<file path="src/rtl/controle_multdiv_pkg.sv">
// Shared definitions for the MULT/DIV sequencer: state and unit-select encodings,
// default sizing.
package controle_multdiv_pkg;

  localparam int LARGURA_PADRAO    = 32;
  localparam int MAX_CICLOS_PADRAO = 40;

  typedef enum logic [1:0] {
    OCIOSO  = 2'd0,
    DISPARO = 2'd1,
    EXECUTA = 2'd2,
    GRAVA   = 2'd3
  } estado_t;

  typedef enum logic {
    SEL_MULT = 1'b0,
    SEL_DIV  = 1'b1
  } unidade_t;

endpackage

</file>
<file path="src/rtl/controle_multdiv_contador_timeout.sv">
// Run-length watchdog: counts cycles while enabled and flags the last allowed cycle.
module contador_timeout
  import controle_multdiv_pkg::*;
#(
  parameter int MAX_CICLOS = MAX_CICLOS_PADRAO
) (
  input  logic clock,
  input  logic reset,
  input  logic clear,
  input  logic enable,
  output logic terminal
);

  localparam int W = (MAX_CICLOS > 1) ? $clog2(MAX_CICLOS) : 1;
  localparam logic [W-1:0] LIMITE = W'(MAX_CICLOS - 1);

  logic [W-1:0] contagem;

  always_ff @(posedge clock or posedge reset) begin
    if (reset) begin
      contagem <= '0;
    end else if (clear) begin
      contagem <= '0;
    end else if (enable && !terminal) begin
      contagem <= contagem + 1'b1;
    end
  end

  assign terminal = (contagem == LIMITE);

endmodule

</file>
<file path="src/rtl/controle_multdiv.sv">
// Sequencer between the CPU and the shared MULT/DIV units: launches a run,
// commits HI/LO on completion, stalls the CPU, handles div-by-zero and a hung unit.
//
// state   | meaning
// OCIOSO  | idle, accepting MULT/DIV requests
// DISPARO | start raised, waiting for the unit to drop fim
// EXECUTA | unit running, waiting for fim to rise
// GRAVA   | commit cycle, HI/LO load on exit
module controle_multdiv
  import controle_multdiv_pkg::*;
#(
  parameter int MAX_CICLOS = MAX_CICLOS_PADRAO,
  parameter int LARGURA    = LARGURA_PADRAO
) (
  input  logic               clock,
  input  logic               reset,
  input  logic               op_mult,
  input  logic               op_div,
  input  logic [LARGURA-1:0] operando_a,
  input  logic [LARGURA-1:0] operando_b,
  output logic [LARGURA-1:0] unidade_op1,
  output logic [LARGURA-1:0] unidade_op2,
  output logic               mult_start,
  input  logic               mult_fim,
  input  logic [LARGURA-1:0] mult_hi,
  input  logic [LARGURA-1:0] mult_lo,
  output logic               div_start,
  input  logic               div_fim,
  input  logic [LARGURA-1:0] div_hi,
  input  logic [LARGURA-1:0] div_lo,
  output logic [LARGURA-1:0] hi,
  output logic [LARGURA-1:0] lo,
  output logic               ocupado,
  output logic               pronto,
  output logic               div_zero,
  output logic               timeout
);

  estado_t  estado, proximo;
  unidade_t sel;
  logic     em_curso, fim_sel, terminal, div_zero_req, pedido;

  assign pedido       = op_mult || op_div;
  assign div_zero_req = op_div && !op_mult && (operando_b == '0);
  assign fim_sel      = (sel == SEL_DIV) ? div_fim : mult_fim;

  contador_timeout #(.MAX_CICLOS(MAX_CICLOS)) u_contador (
    .clock    (clock),
    .reset    (reset),
    .clear    (estado == OCIOSO),
    .enable   (em_curso),
    .terminal (terminal)
  );

  always_ff @(posedge clock or posedge reset) begin
    if (reset) estado <= OCIOSO;
    else       estado <= proximo;
  end

  always_comb begin
    proximo    = estado;
    em_curso   = 1'b0;
    ocupado    = 1'b0;
    mult_start = 1'b0;
    div_start  = 1'b0;
    case (estado)
      OCIOSO: begin
        if (pedido && !div_zero_req) proximo = DISPARO;
      end
      DISPARO: begin
        em_curso = 1'b1;
        ocupado  = 1'b1;
        // a fim still high here is left over from idle, not completion
        if (terminal)      proximo = OCIOSO;
        else if (!fim_sel) proximo = EXECUTA;
      end
      EXECUTA: begin
        em_curso = 1'b1;
        ocupado  = 1'b1;
        if (fim_sel)       proximo = GRAVA;
        else if (terminal) proximo = OCIOSO;
      end
      GRAVA: begin
        ocupado = 1'b1;
        proximo = OCIOSO;
      end
      default: proximo = OCIOSO;
    endcase
    mult_start = em_curso && (sel == SEL_MULT);
    div_start  = em_curso && (sel == SEL_DIV);
  end

  always_ff @(posedge clock or posedge reset) begin
    if (reset) begin
      sel         <= SEL_MULT;
      unidade_op1 <= '0;
      unidade_op2 <= '0;
      hi          <= '0;
      lo          <= '0;
      pronto      <= 1'b0;
      div_zero    <= 1'b0;
      timeout     <= 1'b0;
    end else begin
      pronto   <= (estado == GRAVA);
      div_zero <= (estado == OCIOSO) && div_zero_req;
      timeout  <= em_curso && (proximo == OCIOSO);
      if (estado == OCIOSO && pedido) begin
        unidade_op1 <= operando_a;
        unidade_op2 <= operando_b;
        sel         <= op_mult ? SEL_MULT : SEL_DIV;
      end
      if (estado == GRAVA) begin
        hi <= (sel == SEL_DIV) ? div_hi : mult_hi;
        lo <= (sel == SEL_DIV) ? div_lo : mult_lo;
      end
    end
  end

endmodule

</file>
<file path="config.mk">
export PLATFORM = sky130hd
export DESIGN_NAME = controle_multdiv
export DESIGN_NICKNAME = d
export VERILOG_FILES = /design/src/rtl/controle_multdiv_pkg.sv /design/src/rtl/controle_multdiv_contador_timeout.sv /design/src/rtl/controle_multdiv.sv
export SDC_FILE = /design/constraint.sdc
export NUM_CORES = 1
export LEC_CHECK = 0
export ABC_AREA = 1
export BUFFER_PORTS_ARGS = -buffer_cell sky130_fd_sc_hd__buf_4
export CAP_MARGIN = 0
export CORE_AREA = 4 4 126 128
export DETAILED_ROUTE_END_ITERATION = 12
export DIE_AREA = 0 0 130 132
export PLACE_DENSITY = 0.75
export SETUP_SLACK_MARGIN = 0.02
export SYNTH_ARGS = -nofsm -noshare
export SYNTH_HDL_FRONTEND = slang
export SYNTH_SLANG_ARGS = --single-unit
</file>
<file path="constraint.sdc">
create_clock -name clock -period 5.2 [get_ports clock]
set_clock_uncertainty 0.1 [all_clocks]
set_input_delay 1.04 -clock clock [delete_from_list [all_inputs] [get_ports clock]]
set_output_delay 1.04 -clock clock [all_outputs]
set_load 0.03 [all_outputs]
</file>
# Word-level counts from Yosys, hierarchy flattened
# Index checks and enable logic that the tools add are counted.
[totals]
reg_bits = 140
in_bits = 198
output_inout_bits = 134
wordCells = 49
[op_classes]
n_addsub = 1
n_eq_ne = 4
n_mux = 14
n_bitwise = 1
reduce_logical = 19
[ops]
columns = ["operator", "count"]
rows = [
  ["$mux W32", 2],
  ["$logic_not A32 Y1", 1],
  ["$mux W6", 2],
  ["$mux W2", 5],
  ["$logic_and A1 B1 Y1", 9],
  ["$pmux W2 S4", 1],
  ["$add A6 B1 Y6 const B", 1],
  ["$eq A6 B6 Y1 const B", 1],
  ["$eq A2 B2 Y1 const B", 2],
  ["$logic_not A2 Y1", 2],
  ["$mux W1", 4],
  ["$logic_not A1 Y1", 3],
  ["$reduce_or A3 Y1", 1],
  ["$eq A2 B1 Y1 const B", 1],
  ["$reduce_bool A2 Y1", 1],
  ["$reduce_or A2 Y1", 1],
  ["$logic_or A1 B1 Y1", 1],
  ["$not A1 Y1", 1],
]

# Depth between registers and ports, before layout
# Gate-level depths: netlist (run 1).
[logic_depth]
depth_word = 9
ltp_mapped = 12
ltp_nobuf = 12

# By module
# From an unflattened synthesis (run 1), not the netlist that was laid out.
[unflattened]
cells_unflattened = 625
hier_area_um2 = 6095.8
[modules_own_cells]
columns = ["mod", "instances", "cells_per_inst", "area_each_um2", "seq_area_each_um2"]
rows = [
  ["controle_multdiv", 1, 575, 5740.5, 3353.2],
  ["contador_timeout", 1, 50, 355.3, 150.1],
]

# Worst setup path before layout (run 1)
# Ideal clock, no wire load.
[synth_path]
kind = "register -> output"
start = "register estado[1]"
end = "output port mult_start"
arrival_time_ns = 1.302
required_time_ns = 4.060
path_slack_ns = 2.758
stages_incl_launch_ff = 5
n_path_buf = 0
path_cell_list = "dfrtp_1 -> inv_1 -> ha_1 -> inv_1 -> nor2_1"
[synth_via]
elab_chain_len = 4
word_cells_on_any_way = 5
classes_between = "eq/ne: 2; mux: 1; reduce/logical: 2"
[synth_lines]
columns = ["element", "line", "source"]
rows = [
  ["start: declaration", "controle_multdiv.sv:39", "estado_t estado, proximo;"],
  ["start signal: assignment", "controle_multdiv.sv:57", "else estado <= proximo;"],
  ["$eq A2 B2 Y1 / $eq A2 B1 Y1 (equally long branches)", "controle_multdiv.sv:66", "case (estado)"],
  ["$reduce_or A2 Y1 (no line) (*)", "--", ""],
  ["$mux W1 (*)", "controle_multdiv.sv:66", ""],
  ["$logic_and A1 B1 Y1 (*)", "controle_multdiv.sv:89", "mult_start = em_curso && (sel == SEL_MULT);"],
  ["end: declaration", "controle_multdiv.sv:23", "output logic mult_start,"],
]
# Mark *: on every way between the ends. The rest lies on a longest branch, timed or not.

# Worst setup path after layout (run 1)
[layout_path]
start = "register estado[0]"
end = "output port mult_start"
# The elaborated chain is that of the path after synthesis.

==> out/qor.txt, run 1 <==
mean post-synth cell area = 9.451 µm²
combinational power share = 50.3%
Post-synth ARST share = 100.0%
routed wire length = 19,120 µm
Hold EP = unidade_op2[9]$_DFFE_PP0P_
Crit-path slowest cell = dfrtp_1
Post-synth EDFFs = 0
Initial Util = 41.14%
FF-to-FF Start = estado[0]$_DFF_PP0_
Worst-Margin Slew = 0.9452 ns
hold-fix buffers at CTS = 0
unrepaired setup endpoints after global routing = no
post-DR vias/cell = 4.910
final-stage net count = 1,168
CP Capture Type = primary output
grt total ovfl = 0
Clock Root Buffer = clkbuf_16
worst reg-to-reg setup slack = 2.58 ns
Fillers = 1,295
Die Area = 17,160 µm²
Highest Clock Rate = 344.4 MHz
CTS clock-pin slew for the worst setup and hold paths = 0.06 ns
first-pass GRT wire length = 29,210 µm
Int Power = 3.557 mW
Die Y = 132 µm
Max Cap Viol = 0
hold wc startpoint = unidade_op2[9]$_DFFE_PP0P_
GRT Total Usage = 21.84%
Leak = 4.641 nW
Yosys reg bits = 140
CP arrival = 1.76 ns
Yosys top cell area share = 57.29%
library cells used by synthesis = 24
fin crit period = 2.904 ns
worst vdd ir = 354.7 µV
Net Count, Synth = 851
Iter 0 DRT Violations = 191
CTS tree = done
GPL Wtd Cong = 0.7788
Final setup viols = 0
number of global-route vias before repair = 5,666
sequential share of power = 30.3%
port bufs = 331
initial antenna violation count = 0
outcome = complete, no violations
number of core rows = 45
layout cell share with drive strength beyond 1 = 43.55%
Setup TNS = 0 ns
Hold Path Cell Cnt = 2
Sw Pwr = 2.794 mW
Pwr Total = 6.351 mW
Diodes inserted = 0
Clock Sinks = 140
Boundary Pins = 332
Final Max Slew Viols = 0
Crit Path Class = reg2out
R2R depth = 5
Crit path required time = 4.06 ns
worst setup margin = 2.296 ns
yosys warns = 0
largest net degree at the start of global routing = 107
synth-to-layout area growth = 51.69%
latest clock arrival within the worst-skew pair = 0.42 ns
die width = 130 µm
post_cts resized = 0
DRT Pass-1 Iters = 7
Mapped Area = 6115 µm²
dominant synthesized flop cell = dfrtp_1
Cell Pwr Density = 684.7 nW/µm²
Hold Slack = 0.3927 ns
switch share = 44.00%
hpwl dp = 14,100 µm
Post-CTS Setup Bufs = 0
final hold violations = 0
cts bufs inserted = 17
DR DRC count = 0
Worst R2R End = unidade_op1[13]$_DFFE_PP0P_
Hold Path Class = reg2reg
Critical Path Source Type = flip-flop
dominant cell type by area after synthesis = dfrtp_1
core area = 14,860 µm²
H-Tree Depth = 4
Tcrit/Tclk final = 55.84%
Clock Power Share = 19.4%
wire length per cell = 16.43 µm
Synth top cells by count = nand2_1 (179), dfrtp_1 (140), nor2_1 (84)
crit-path cells = inv_1 > ha_1 > inv_1 > nor2_1 > buf_4
critical path fanouts, max = 7
Max clock buf depth = 2
sequential share of the synthesized area = 57.29%
leading cell type by number of instances after synthesis = nand2_1
Worst slew margin = 36.99%
CP most frequent cell = inv_1
post-route ant nets = 0
max incr delay on CP = 0.45 ns
Via Count = 5,715
Gate Count Post-Synth = 647
Synth area leaders = dfrtp_1 (57%), nand2_1 (11%), mux2_2 (7.9%)
Place WS = 2.098 ns
## per-layer routing
metal / vias to the layer above / global-route usage (%) / share of wire, % / routed length, µm
li1: 2763 / - / - / -
met1: 2685 / 25.43 / 38 / 7264
met2: 238 / 35.70 / 49 / 9332
met3: 29 / 9.562 / 11 / 2107
met4: 0 / 7.794 / 2.2 / 416
met5: - / 0 / 0 / 0
## layout by cell type (no fill, tap or decap), types with 6 or more instances in the layout
master,n
dfrtp_1,139
inv_1,30
a21oi_1,6
a31oi_1,65
nor2_1,84
mux2_2,43
o21ai_0,23
buf_4,336
nand2_1,179
nand3_1,9
clkbuf_16,17
## power groups by stage
stage | Combinational, mW | Sequential (mW) | Clock (mW)
after floorplan | 1.13 | 2.82 | 0
final | 3.20 | 1.92 | 1.23
after global routing | 3.43 | 1.99 | 1.31
after detailed placement | 3.24 | 1.93 | 0
after CTS | 3.25 | 1.92 | 1.25
after global placement | 3.20 | 1.92 | 0
## flip-flops by register name (all words and copies together), names as in the netlist
register             cells
lo                      32
u_contador.contagem      6
pronto                   1
estado                   2
timeout                  1
div_zero                 1
sel                      1
hi                      32
unidade_op1             32
unidade_op2             32
## critical path: cells and delay by family, from the launching register on
| family | cells | cell delay (ns) |
|---|---|---|
| DFF | 1 | 0.45 |
| adders and majority gates | 1 | 0.44 |
| buffers and inverters | 3 | 0.35 |
| and+or+nand+nor | 1 | 0.09 |
## how the worst max path moves through the flow
stage,startpoint,end,slack (ns),cells after the start
finish,estado[0]$_DFF_PP0_,mult_start,2.30,5
global route,estado[1]$_DFF_PP0_,mult_start,2.14,5
CTS,estado[1]$_DFF_PP0_,mult_start,2.27,5
detailed placement,op_mult,unidade_op2[22]$_DFFE_PP0P_,2.10,5
global placement,op_mult,unidade_op1[9]$_DFFE_PP0P_,2.12,5
floorplan,reset,div_zero$_DFF_PP0_,0.31,1
## through the flow
step | utilization (%) | instances | area (µm²)
6_report | 62.40 | 1164 | 9275
3_3_place_gp | 58.38 | 1133 | 8677
2_1_floorplan | - | 647 | 6115
3_5_place_dp | 58.38 | 1133 | 8677
5_1_grt | 62.40 | 1164 | 9275
4_1_cts | 62.40 | 1164 | 9275
## area by class of cell
class	instances	area, µm²	area share, %
sequential	140	3505	37.78
timing repair buffer	336	2522	27.20
multi-input combinational	434	2278	24.56
clock buffer	17	425.4	4.587
tap	188	235.2	2.536
clock inverter	14	172.7	1.862
inverter	35	136.4	1.470
## cells by family after synthesis
group	synth area share, %
flip-flops	57.29
multiplexers	7.919
buffers and inverters	5.648
AO/OA/AOI/OAI	9.290
AND/OR/NAND/NOR	18.62
adder cells (fa/ha/maj)	1.228
(Power assumes the default switching activity.)
==> run 2, diff against run 1 <==
==> constraint.sdc (replaced) <==
create_clock -name clock -period 3 [get_ports clock]
set_clock_uncertainty 0.1 [all_clocks]
set_input_delay 0.6 -clock clock [delete_from_list [all_inputs] [get_ports clock]]
set_output_delay 0.6 -clock clock [all_outputs]
set_load 0.03 [all_outputs]
==> out/qor.txt, run 2 (synthesis results as in run 1) <==
Clock Power Share = 18.2%
Final Max Slew Viols = 0
Iter 0 DRT Violations = 269
hpwl dp = 14,560 µm
synth-to-layout area growth = 52.26%
post-route ant nets = 0
Max Cap Viol = 0
latest clock arrival within the worst-skew pair = 0.42 ns
Clock Root Buffer = clkbuf_16
number of core rows = 45
CP arrival = 1.72 ns
most common cell after layout, fill and taps aside = buf_4
worst reg-to-reg setup slack = 0.86 ns
critical path fanouts, max = 7
fin crit period = 2.425 ns
Max clock buf depth = 2
most frequent cells in the layout = buf_4 (335), nand2_1 (179), dfrtp_1 (139)
Die Y = 132 µm
layout cell share with drive strength beyond 1 = 43.72%
Cell Pwr Density = 1172 nW/µm²
switch share = 44.14%
Final setup viols = 0
final hold violations = 0
Worst slew margin = 54.77%
worst vdd ir = 858.7 µV
Initial Util = 41.14%
port bufs = 331
Int Power = 6.096 mW
die width = 130 µm
GPL Wtd Cong = 0.7970
post-DR vias/cell = 4.912
Critical Path Source Type = flip-flop
final-stage net count = 1,171
CP Capture Type = primary output
Tcrit/Tclk final = 80.82%
Hold Path Class = in2async
DR DRC count = 0
CTS clock-pin slew for the worst setup and hold paths = 0.06 ns
Crit Path Class = reg2out
Worst-Margin Slew = 0.6785 ns
Setup TNS = 0 ns
Via Count = 5,732
unrepaired setup endpoints after global routing = no
Worst R2R End = unidade_op1[2]$_DFFE_PP0P_
FF-to-FF Start = estado[0]$_DFF_PP0_
wire length per cell = 16.61 µm
number of global-route vias before repair = 5,708
R2R depth = 5
cts bufs inserted = 17
routed wire length = 19,380 µm
core area = 14,860 µm²
first-pass GRT wire length = 29,440 µm
hold-fix buffers at CTS = 0
Sw Pwr = 4.817 mW
GRT Total Usage = 22.18%
Die Area = 17,160 µm²
initial antenna violation count = 0
outcome = complete, no violations
combinational power share = 51.6%
post_cts resized = 0
DRT Pass-1 Iters = 4
Clock Sinks = 140
Crit path required time = 2.30 ns
largest net degree at the start of global routing = 78
Highest Clock Rate = 412.5 MHz
Leak = 4.665 nW
Final Util = 62.63%
H-Tree Depth = 4
sequential share of power = 30.2%
grt total ovfl = 0
Boundary Pins = 332
CTS tree = done
Post-CTS Setup Bufs = 0
Diodes inserted = 0
[run 2: cell count changes in the layout (fill, tap and decap cells not counted)]
cell and delta:
buf_12 +4, bufinv_16 -2, buf_4 -1, inv_6 -2
clkinv_4 -1, clkinvlp_4 -1, clkbuf_8 +3, clkinv_2 +3
[run 2: per-layer routing]
layer | up-vias | global-route usage, % | routed length, µm | share of wire [%]
met5 | - | 0 | 0 | 0
met2 | 252 | 36.42 | 9379 | 48
met4 | 0 | 9.122 | 511 | 2.6
met1 | 2668 | 25.36 | 7299 | 38
met3 | 37 | 9.360 | 2189 | 11
li1 | 2775 | - | - | -
[run 2: metrics by stage]
step / hold slack, ns / cells / setup slack (ns) / total power [mW] / instance area, µm²
floorplan: 0.4064 / 647 / 0.5509 / 6.856 / 6118
global placement: 0.3678 / 1136 / 0.8350 / 8.902 / 8748
detailed placement: 0.3787 / 1136 / 0.8174 / 8.999 / 8748
CTS: 0.2286 / 1167 / 0.5315 / 11.02 / 9310
global route: 0.2358 / 1167 / 0.4371 / 11.55 / 9310
finish: 0.2181 / 1167 / 0.5755 / 10.91 / 9310
[run 2: worst max-delay path by stage]
stage | slack (ns) | cells after the start | to | from
5_1_grt | 0.44 | 5 | mult_start | estado[1]$_DFF_PP0_
4_1_cts | 0.53 | 5 | mult_start | estado[1]$_DFF_PP0_
3_3_place_gp | 0.84 | 5 | unidade_op1[11]$_DFFE_PP0P_ | op_mult
6_report | 0.58 | 5 | mult_start | estado[1]$_DFF_PP0_
3_5_place_dp | 0.82 | 5 | unidade_op1[2]$_DFFE_PP0P_ | op_mult
2_1_floorplan | 0.55 | 1 | div_zero$_DFF_PP0_ | reset
[run 2: layout make-up]
type                       instances  area, µm²
fill                            1273       5554
clock inverter                    11      95.09
clock buffer                      20      466.7
tap                              188      235.2
inverter                          35      135.1
multi-input combinational        434       2278
timing repair buffer             339       2595
sequential                       140       3505
[run 2: power by group through the flow]
stage          registers [mW]  clock network, mW  logic (mW)
2_1_floorplan            4.90                  0        1.96
3_3_place_gp             3.28                  0        5.62
3_5_place_dp             3.31                  0        5.69
4_1_cts                  3.30               2.03        5.69
5_1_grt                  3.40               2.10        6.05
6_report                 3.30               1.99        5.63
[run 2: worst max-delay path: stages (launching register included)]
cell,delay (ns)
dfrtp_1,0.44
inv_1,0.12
ha_1,0.43
inv_1,0.06
nor2_1,0.08
buf_4,0.16
